<file path="src/rtl/power_domain_sequencer_if.sv">
// Handshake bundle between the power controller and one domain sequencer.
// Requests and switch status flow in on slave; sequencing controls flow out.
interface power_domain_sequencer_if;
    logic down_req;
    logic up_req;
    logic err_clr;
    logic sw_ack;
    logic iso;
    logic save;
    logic restore;
    logic sd;
    logic dom_reset;
    logic power_ack;
    logic busy;
    logic err;

    modport master (
        output down_req, up_req, err_clr, sw_ack,
        input  iso, save, restore, sd, dom_reset, power_ack, busy, err
    );

    modport slave (
        input  down_req, up_req, err_clr, sw_ack,
        output iso, save, restore, sd, dom_reset, power_ack, busy, err
    );
endinterface

</file>
<file path="src/rtl/power_domain_sequencer.sv">
// Purpose: orders iso/save/switch/reset/restore for one switchable domain (PDS_RETENTION_EN adds SAVE/RESTORE).
// Latency: down ISO_SETUP+1 cycles req->sd; up RST_HOLD+1+ISO_SETUP cycles sw_ack fall->ACTIVE (each -1 without retention).
// Backpressure: none; requests are levels sampled only in ACTIVE/OFF, mid-sequence requests are ignored.
module power_domain_sequencer #(
    parameter int ISO_SETUP  = 2,
    parameter int RST_HOLD   = 4,
    parameter int SW_TIMEOUT = 16,
    parameter int CNT_W      = 5
) (
    input  logic                           clock,
    input  logic                           reset,
    power_domain_sequencer_if.slave        pds
);

    typedef enum logic [3:0] {
        ST_ACTIVE,
        ST_ISO_DN,
        ST_SAVE,
        ST_SW_OFF,
        ST_OFF,
        ST_SW_ON,
        ST_RST,
        ST_RESTORE,
        ST_ISO_UP,
        ST_FAULT
    } state_t;

    localparam logic [CNT_W-1:0] ISO_LOAD = CNT_W'(ISO_SETUP - 1);
    localparam logic [CNT_W-1:0] RST_LOAD = CNT_W'(RST_HOLD - 1);
    localparam logic [CNT_W-1:0] SW_LOAD  = CNT_W'(SW_TIMEOUT - 1);

    state_t           state, state_nxt;
    logic [CNT_W-1:0] cnt, cnt_nxt;

    logic iso_q, save_q, restore_q, sd_q, dom_reset_q, power_ack_q, busy_q, err_q;
    logic iso_d, save_d, restore_d, sd_d, dom_reset_d, power_ack_d, busy_d, err_d;

    wire cnt_zero = (cnt == '0);

    // Next-state: switch acknowledge beats the timeout on the terminal count.
    always_comb begin
        state_nxt = state;
        unique case (state)
            ST_ACTIVE: if (pds.down_req) state_nxt = ST_ISO_DN;
`ifdef PDS_RETENTION_EN
            ST_ISO_DN:  if (cnt_zero) state_nxt = ST_SAVE;
            ST_SAVE:    state_nxt = ST_SW_OFF;
            ST_RST:     if (cnt_zero) state_nxt = ST_RESTORE;
            ST_RESTORE: state_nxt = ST_ISO_UP;
`else
            ST_ISO_DN:  if (cnt_zero) state_nxt = ST_SW_OFF;
            ST_RST:     if (cnt_zero) state_nxt = ST_ISO_UP;
`endif
            ST_SW_OFF: begin
                if (pds.sw_ack)     state_nxt = ST_OFF;
                else if (cnt_zero)  state_nxt = ST_FAULT;
            end
            ST_OFF:    if (pds.up_req) state_nxt = ST_SW_ON;
            ST_SW_ON: begin
                if (!pds.sw_ack)    state_nxt = ST_RST;
                else if (cnt_zero)  state_nxt = ST_FAULT;
            end
            ST_ISO_UP: if (cnt_zero) state_nxt = ST_ACTIVE;
            ST_FAULT:  if (pds.err_clr) state_nxt = ST_SW_ON;
            default:   state_nxt = ST_ACTIVE;
        endcase
    end

    // Counter is loaded with (duration-1) on entry and counts down to zero.
    always_comb begin
        cnt_nxt = cnt;
        if (state_nxt != state) begin
            unique case (state_nxt)
                ST_ISO_DN, ST_ISO_UP: cnt_nxt = ISO_LOAD;
                ST_SW_OFF, ST_SW_ON:  cnt_nxt = SW_LOAD;
                ST_RST:               cnt_nxt = RST_LOAD;
                default:              cnt_nxt = '0;
            endcase
        end else if (!cnt_zero) begin
            cnt_nxt = cnt - CNT_W'(1);
        end
    end

    // Outputs are decoded from the state being entered and registered.
    always_comb begin
        iso_d       = (state_nxt != ST_ACTIVE);
`ifdef PDS_RETENTION_EN
        save_d      = (state_nxt == ST_SAVE);
        restore_d   = (state_nxt == ST_RESTORE);
`else
        save_d      = 1'b0;
        restore_d   = 1'b0;
`endif
        sd_d        = 1'b0;
        if (state_nxt == ST_SW_OFF || state_nxt == ST_OFF) sd_d = 1'b1;
        else if (state_nxt == ST_FAULT)                    sd_d = sd_q;
        dom_reset_d = (state_nxt == ST_SW_ON) || (state_nxt == ST_RST) || (state_nxt == ST_FAULT);
        power_ack_d = (state == ST_SW_OFF && state_nxt == ST_OFF) ||
                      (state == ST_ISO_UP && state_nxt == ST_ACTIVE);
        busy_d      = !(state_nxt == ST_ACTIVE || state_nxt == ST_OFF || state_nxt == ST_FAULT);
        err_d       = err_q;
        if (state_nxt == ST_FAULT)       err_d = 1'b1;
        else if (state_nxt == ST_ACTIVE) err_d = 1'b0;
    end

    always_ff @(posedge clock or negedge reset) begin
        if (!reset) begin
            state       <= ST_ACTIVE;
            cnt         <= '0;
            iso_q       <= 1'b0;
            save_q      <= 1'b0;
            restore_q   <= 1'b0;
            sd_q        <= 1'b0;
            dom_reset_q <= 1'b0;
            power_ack_q <= 1'b0;
            busy_q      <= 1'b0;
            err_q       <= 1'b0;
        end else begin
            state       <= state_nxt;
            cnt         <= cnt_nxt;
            iso_q       <= iso_d;
            save_q      <= save_d;
            restore_q   <= restore_d;
            sd_q        <= sd_d;
            dom_reset_q <= dom_reset_d;
            power_ack_q <= power_ack_d;
            busy_q      <= busy_d;
            err_q       <= err_d;
        end
    end

    assign pds.iso       = iso_q;
    assign pds.save      = save_q;
    assign pds.restore   = restore_q;
    assign pds.sd        = sd_q;
    assign pds.dom_reset = dom_reset_q;
    assign pds.power_ack = power_ack_q;
    assign pds.busy      = busy_q;
    assign pds.err       = err_q;

endmodule

</file>
<file path="src/flat_wrapper.sv">
// flat-port wrapper written by rule: the top's interface ports become plain ports
module power_domain_sequencer_flat 
#(
    parameter int ISO_SETUP  = 2,
    parameter int RST_HOLD   = 4,
    parameter int SW_TIMEOUT = 16,
    parameter int CNT_W      = 5
)
  (clock, reset, pds_down_req, pds_up_req, pds_err_clr, pds_sw_ack, pds_iso, pds_save, pds_restore, pds_sd, pds_dom_reset, pds_power_ack, pds_busy, pds_err);
  power_domain_sequencer_if pds_i ();
  input  logic clock;
  input  logic reset;
  input wire logic [$bits(pds_i.down_req)-1:0] pds_down_req;
  input wire logic [$bits(pds_i.up_req)-1:0] pds_up_req;
  input wire logic [$bits(pds_i.err_clr)-1:0] pds_err_clr;
  input wire logic [$bits(pds_i.sw_ack)-1:0] pds_sw_ack;
  output wire logic [$bits(pds_i.iso)-1:0] pds_iso;
  output wire logic [$bits(pds_i.save)-1:0] pds_save;
  output wire logic [$bits(pds_i.restore)-1:0] pds_restore;
  output wire logic [$bits(pds_i.sd)-1:0] pds_sd;
  output wire logic [$bits(pds_i.dom_reset)-1:0] pds_dom_reset;
  output wire logic [$bits(pds_i.power_ack)-1:0] pds_power_ack;
  output wire logic [$bits(pds_i.busy)-1:0] pds_busy;
  output wire logic [$bits(pds_i.err)-1:0] pds_err;
  assign pds_i.down_req = pds_down_req;
  assign pds_i.up_req = pds_up_req;
  assign pds_i.err_clr = pds_err_clr;
  assign pds_i.sw_ack = pds_sw_ack;
  assign pds_iso = pds_i.iso;
  assign pds_save = pds_i.save;
  assign pds_restore = pds_i.restore;
  assign pds_sd = pds_i.sd;
  assign pds_dom_reset = pds_i.dom_reset;
  assign pds_power_ack = pds_i.power_ack;
  assign pds_busy = pds_i.busy;
  assign pds_err = pds_i.err;
  power_domain_sequencer #(.ISO_SETUP(ISO_SETUP), .RST_HOLD(RST_HOLD), .SW_TIMEOUT(SW_TIMEOUT), .CNT_W(CNT_W)) u_core (.clock(clock), .reset(reset), .pds(pds_i));
endmodule
</file>
<file path="config.mk">
export PLATFORM = sky130hd
export DESIGN_NAME = power_domain_sequencer_flat
export DESIGN_NICKNAME = d
export VERILOG_FILES = /design/src/rtl/power_domain_sequencer_if.sv /design/src/rtl/power_domain_sequencer.sv /design/src/flat_wrapper.sv
export SDC_FILE = /design/constraint.sdc
export NUM_CORES = 1
export LEC_CHECK = 0
export ABC_CLOCK_PERIOD_IN_PS = 2780
export BUFFER_PORTS_ARGS = -buffer_cell sky130_fd_sc_hd__buf_2
export CAP_MARGIN = 25
export CORE_ASPECT_RATIO = 0.5
export CORE_MARGIN = 3
export CORE_UTILIZATION = 30
export CTS_BUF_LIST = sky130_fd_sc_hd__clkbuf_8
export DETAILED_ROUTE_END_ITERATION = 6
export PLACE_DENSITY = 0.5
export SYNTH_ARGS = -nofsm -noshare
export SYNTH_HDL_FRONTEND = slang
export SYNTH_SLANG_ARGS = --single-unit
</file>
<file path="constraint.sdc">
create_clock -name clock -period 2.78 [get_ports clock]
set_input_delay 0.278 -clock clock [delete_from_list [all_inputs] [get_ports clock]]
set_output_delay 0.278 -clock clock [all_outputs]
set_load 0.02 [all_outputs]
</file>
# ---- After elaboration in Yosys (flattened, before gate mapping)
# Cells that the tools add are included.
dict set report totals {
  register_bits 15
  latch_bits 0
  ram_bits 0
  mem_bits_ro 0
  output_inout_bits 8
  memories 0
}
dict set report op_classes {
  add_sub_neg 1
  multipliers 0
  div 0
  magnitude_cmp 0
  n_eq_ne 17
  n_shift 0
  n_mux 17
  n_bitwise 0
  reduce_logical 16
}
# cell count
set ops {}
lappend ops {{$mux W4} 9}
lappend ops {{$pmux W4 S8} 1}
lappend ops {{$eq A4 B3 Y1 const B} 6}
lappend ops {{$eq A4 B4 Y1 const B} 4}
lappend ops {{$pmux W4 S3} 1}
lappend ops {{$mux W5} 2}
lappend ops {{$eq A4 B1 Y1 const B} 2}
lappend ops {{$eq A4 B2 Y1 const B} 2}
lappend ops {{$logic_not A4 Y1} 2}
lappend ops {{$logic_or A1 B1 Y1} 6}
lappend ops {{$logic_not A5 Y1} 1}
lappend ops {{$sub A5 B1 Y5 const B} 1}
lappend ops {{$mux W1} 4}
lappend ops {{$ne A4 B4 Y1} 1}
lappend ops {{$reduce_bool A4 Y1} 1}
lappend ops {{$reduce_or A2 Y1} 2}
lappend ops {{$logic_and A1 B1 Y1} 2}
lappend ops {{$ne A2 B1 Y1 const B} 1}
lappend ops {{$ne A2 B2 Y1 const B} 1}
lappend ops {{$reduce_bool A2 Y1} 1}
lappend ops {{$logic_not A1 Y1} 1}

# ---- Longest topological paths before layout
dict set report depth {
  depth_word 8
  mapped_depth 9
  mapped_depth_nobuf 8
}

# ---- Least setup slack after synthesis
# OpenSTA, ideal clock, no wires.
dict set report synth_timing {
  path_kind {flip-flop to flip-flop}
  from {register u_core.cnt[0]}
  to {register u_core.cnt[0]}
  setup_time_ns 0.125
  t_arrival_ns 2.170
  t_required_ns 2.655
  path_slack_ns 0.486
  stages_incl_launch_ff 10
  n_path_buf 1
  path_cell_list {dfrtp_1 > inv_1 > ha_1 > or4b_4 > buf_6 > a21oi_4 > a31o_4 > inv_2 > or3b_4 > mux2_2}
}
dict set report synth_via {
  elab_chain_cells 8
  word_cells_on_any_way 21
  cone_classes {add/sub: 1; eq/ne: 7; mux: 10; reduce/logical: 3}
}
# element line_no
set synth_rtl {}
lappend synth_rtl {{start: declaration} power_domain_sequencer.sv:33} ;# logic [CNT_W-1:0] cnt, cnt_nxt;
lappend synth_rtl {{start signal: assignment} power_domain_sequencer.sv:120} ;# cnt <= cnt_nxt;
lappend synth_rtl {{$logic_not A5 Y1 (*)} power_domain_sequencer.sv:38} ;# wire cnt_zero = (cnt == '0);
lappend synth_rtl {{$mux W4} {power_domain_sequencer.sv:56, power_domain_sequencer.sv:61}}
lappend synth_rtl {{$mux W4, on equally long branches} {power_domain_sequencer.sv:60, power_domain_sequencer.sv:55}}
lappend synth_rtl {{$pmux W4 S8 (*)} power_domain_sequencer.sv:43} ;# unique case (state)
lappend synth_rtl {{named net u_core.state_nxt[1]} power_domain_sequencer.sv:32} ;# state_t state, state_nxt;
lappend synth_rtl {{$eq A4 B3 Y1 (tied with other cells)} power_domain_sequencer.sv:73} ;# unique case (state_nxt)
lappend synth_rtl {{$reduce_or A2 Y1} power_domain_sequencer.sv:73}
lappend synth_rtl {{$pmux W4 S3} power_domain_sequencer.sv:73}
lappend synth_rtl {{$mux W5} power_domain_sequencer.sv:72} ;# if (state_nxt != state) begin
# Mark *: on every way through the listed nets, which the timed path passes. The rest lies on a longest branch. The select of a mux whose other input is x is not followed.
# A chain may end at the register's enable or synchronous reset.

# ---- Worst setup path after layout
dict set report layout_timing {
  from {register u_core.cnt[0]}
  to {register u_core.cnt[2]}
}
# Same word-level chain as after synthesis.

==> results.py <==
metrics = {
    "drt": {
        "first_pass_iters": 4,
        "route.detailed.drc": 0,
        "wl_per_cell_um": 14.07,
        "drt_wl_total_um": 2321,
        "drt-initial-drc-count": 50,
        "viasPerCell": 5.364,
        "drtAntennaViolNets": 0,
        "vias": 885,
    },
    "place": {
        "post-place-ws_ns": 0.3175,
        "gp_congestion": 0.7973,
        "dp_hpwl_um": 1732,
        "place_area_um2": 1124,
        "port_buffers": 11,
        "place_inst": 160,
    },
    "sta": {
        "fin_crit_ns": 2.479,
        "tightest_slew_ns": 0.5733,
        "finalHoldViolations": 0,
        "setup_viol": 0,
        "relSlewSlack_pct": 61.29,
        "holdWs_ns": 0.4121,
        "layout_setup_ws_ns": 0.3014,
        "fmax_ghz": 0.4035,
        "setup_tns_ns": 0,
        "post-route-period-util_pct": 89.16,
        "rsz0062_at_grt": "no",
        "final_max_slew_viol_count": 0,
        "skew_ns": 0.003371,
    },
    "floorplan": {
        "fp.dieW_um": 89.16,
        "core_um2": 3153,
        "io_pins": 14,
        "num_rows": 14,
        "initial_core_util_pct": 32.90,
        "fp.dieH_um": 47.58,
        "dieArea_um2": 4242,
    },
    "clocking": {
        "cts_tree": "done",
        "clkSinkCount": 15,
        "hold_buffers": 1,
        "htreeDepth": 1,
        "cts_resized": 0,
        "cts_buffers": 3,
        "clk_path_buf_depth": 2,
        "postCtsSetupBuffers": 0,
        "cts-root-buf": "clkbuf_8",
        "clkLatencyLatePin_ns": 0.25,
        "clk_pin_slew_ns": 0.07,
    },
    "cells_and_area": {
        "finish.instance_area_um2": 1179,
        "seqCellArea_um2": 375.4,
        "fin_cells": 165,
        "layout_commonest_cell": "dfrtp_1",
        "layout_common_cells": "dfrtp_1 (15), nand2_1 (14), buf_2 (11)",
        "fin_nets": 134,
        "final_core_util_pct": 37.38,
        "diodes": 0,
        "multi_input_area_um2": 598.1,
        "areaGrowthSynthToFinish_pct": 13.63,
        "final.fill_count": 325,
        "final_layout_size_suffix_gt1_share_pct": 21.60,
    },
    "worst_setup_path": {
        "crit_buf_inv": 2,
        "crit_fanout": 11,
        "crit_type": "reg2reg",
        "startpoint_type": "register",
        "crit_family": "simple AND/OR/NAND/NOR gates",
        "required_ns": 2.94,
        "cp.arrival_ns": 2.64,
        "endpoint_kind": "register",
        "crit_slowest_cell": "or4b_4",
        "crit_chain": "inv_1 -> ha_1 -> or4b_4 -> or4_1 -> a31o_4 -> inv_2 -> o21ai_0 -> mux2i_1",
        "cpPeakStageDelay_ns": 0.57,
    },
    "power_and_ir_drop": {
        "p_int_uw": 778.7,
        "p_per_area_nw_per_um2": 1181,
        "switching_power_uw": 613.3,
        "power_leakage_nw": 0.5307,
        "total_power_mw": 1.392,
        "p_sw_share_pct": 44.06,
        "combPwrFrac_pct": 56.8,
        "clock_power_share_pct": 12.9,
        "vdd_drop_max_mv": 0.2310,
        "power_frac_seq_pct": 30.3,
    },
    "logic_synthesis": {
        "synth_seq_cells": 15,
        "synth.area.mux_share_pct": 4.946,
        "ys_warn_count": 0,
        "synthFlopType": "dfrtp_1",
        "synth_top_family_by_area": "simple AND/OR/NAND/NOR gates",
        "synthAdderAreaFrac_pct": 2.413,
        "synth_largest_area_cell": "dfrtp_1",
        "synthXorXnorAreaFrac_pct": 2.533,
        "synth-edff-count": 0,
        "synth_compound_area_share_pct": 22.20,
        "seq_area_frac_synth_pct": 36.19,
        "synth.distinct_cells": 50,
        "syn_area_um2": 1037,
        "synth_area_leaders": "dfrtp_1 (36%), nand2_1 (5.1%), mux2i_1 (3.9%)",
        "synth.top_cell.area_share_pct": 36.19,
        "synthSimpleGateAreaFrac_pct": 24.85,
        "avgSynthCellArea_um2": 9.179,
        "synth_cells": 113,
        "async_reset_ff_share_pct": 100.0,
    },
    "global_routing": {
        "antenna_found_initial": 0,
        "grt_overflow_total": 0,
        "gr-usage-all-layers_pct": 11.26,
        "grt_pass1_vias": 747,
        "grt_pass1_wl_um": 3684,
        "grt_max_degree": 16,
    },
    "flow_run": {
        "maxCapViolations": 0,
    },
    "status": {
        "outcome": "complete, no violations",
    },
    "min_path": {
        "hold_class": "in2reg",
    },
}
-- worst reg2reg max path: cells and delay by family (launching register included) --
kind                     cells  cell delay, ns
AND/OR/NAND/NOR              2            1.02
AO/OA/AOI/OAI                2            0.41
flip-flops                   1            0.40
multiplexers                 1            0.22
adder cells (fa/ha/maj)      1            0.18
buffers and inverters        2            0.17
-- cell type report --
type / count / area share [%]
clock buffer: 3 / 3.503
clock inverter: 1 / 0.3185
inverter: 6 / 1.911
multi-input combinational: 85 / 50.74
sequential: 15 / 31.85
tap: 40 / 4.246
timing repair buffer: 15 / 7.431
-- sequential cells by signal (all words and copies together), names as in the netlist --
name / cells
u_core.pds.dom_reset: 1
u_core.pds.power_ack: 1
u_core.pds.busy: 1
u_core.pds.err: 1
u_core.cnt: 5
u_core.pds.sd: 1
u_core.state: 4
u_core.pds.iso: 1
-- synthesized netlist by cell type (2+ instances only) --
cell      instances
o211ai_1          2
o21ai_0           5
or3_1             2
inv_1             5
a21oi_1           6
nor4bb_1          2
or2_2             2
nand4_1           2
nand2b_1          3
ha_1              2
clkbuf_1          5
nor2_1            3
nand2_1          14
o31ai_1           2
xor2_1            2
mux2i_1           4
buf_4             2
a31oi_1           2
dfrtp_1          15
nor2b_1           2
and2_1            2
-- metal layers --
layer	GRT usage, %	routed length, um	vias to the layer above
li1	-	-	432
met4	1.780	8	0
met5	0	0	-
met2	16.69	991	24
met3	2.062	151	2
met1	17.25	1169	427
-- worst paths after layout --
kind / endpoint / depth (start not counted) / slack, ns / from
hold / removal: u_core.pds.power_ack / 3 / 0.41 / pds_sw_ack
min in group asynchronous: u_core.pds.power_ack / 2 / 0.46 / reset
hold reg to reg: u_core.pds.err / 2 / 0.50 / u_core.pds.err
setup / recovery: u_core.cnt[2] / 8 / 0.30 / u_core.cnt[0]
max in group asynchronous: u_core.cnt[0] / 2 / 2.06 / reset
setup reg to reg: u_core.cnt[2] / 8 / 0.30 / u_core.cnt[0]
-- power by group through the flow --
stage               logic, mW  clock network (mW)  registers, mW
global route            0.882               0.193          0.435
floorplan               0.608                   0          0.423
global placement        0.793                   0          0.430
CTS                     0.801               0.185          0.420
finish                  0.791               0.180          0.421
detailed placement      0.792                   0          0.423
-- kinds of logic (layout without fill, tap and decap cells) --
kind of cell,after synthesis,in the layout
xor+xnor,3,3
compound gates,30,30
buf+inv,14,25
fa+ha+maj,2,2
flops,15,15
simple gates,43,43
mux,5,5
other cells,1,2
No activity file was read; power rests on OpenSTA's default activity.
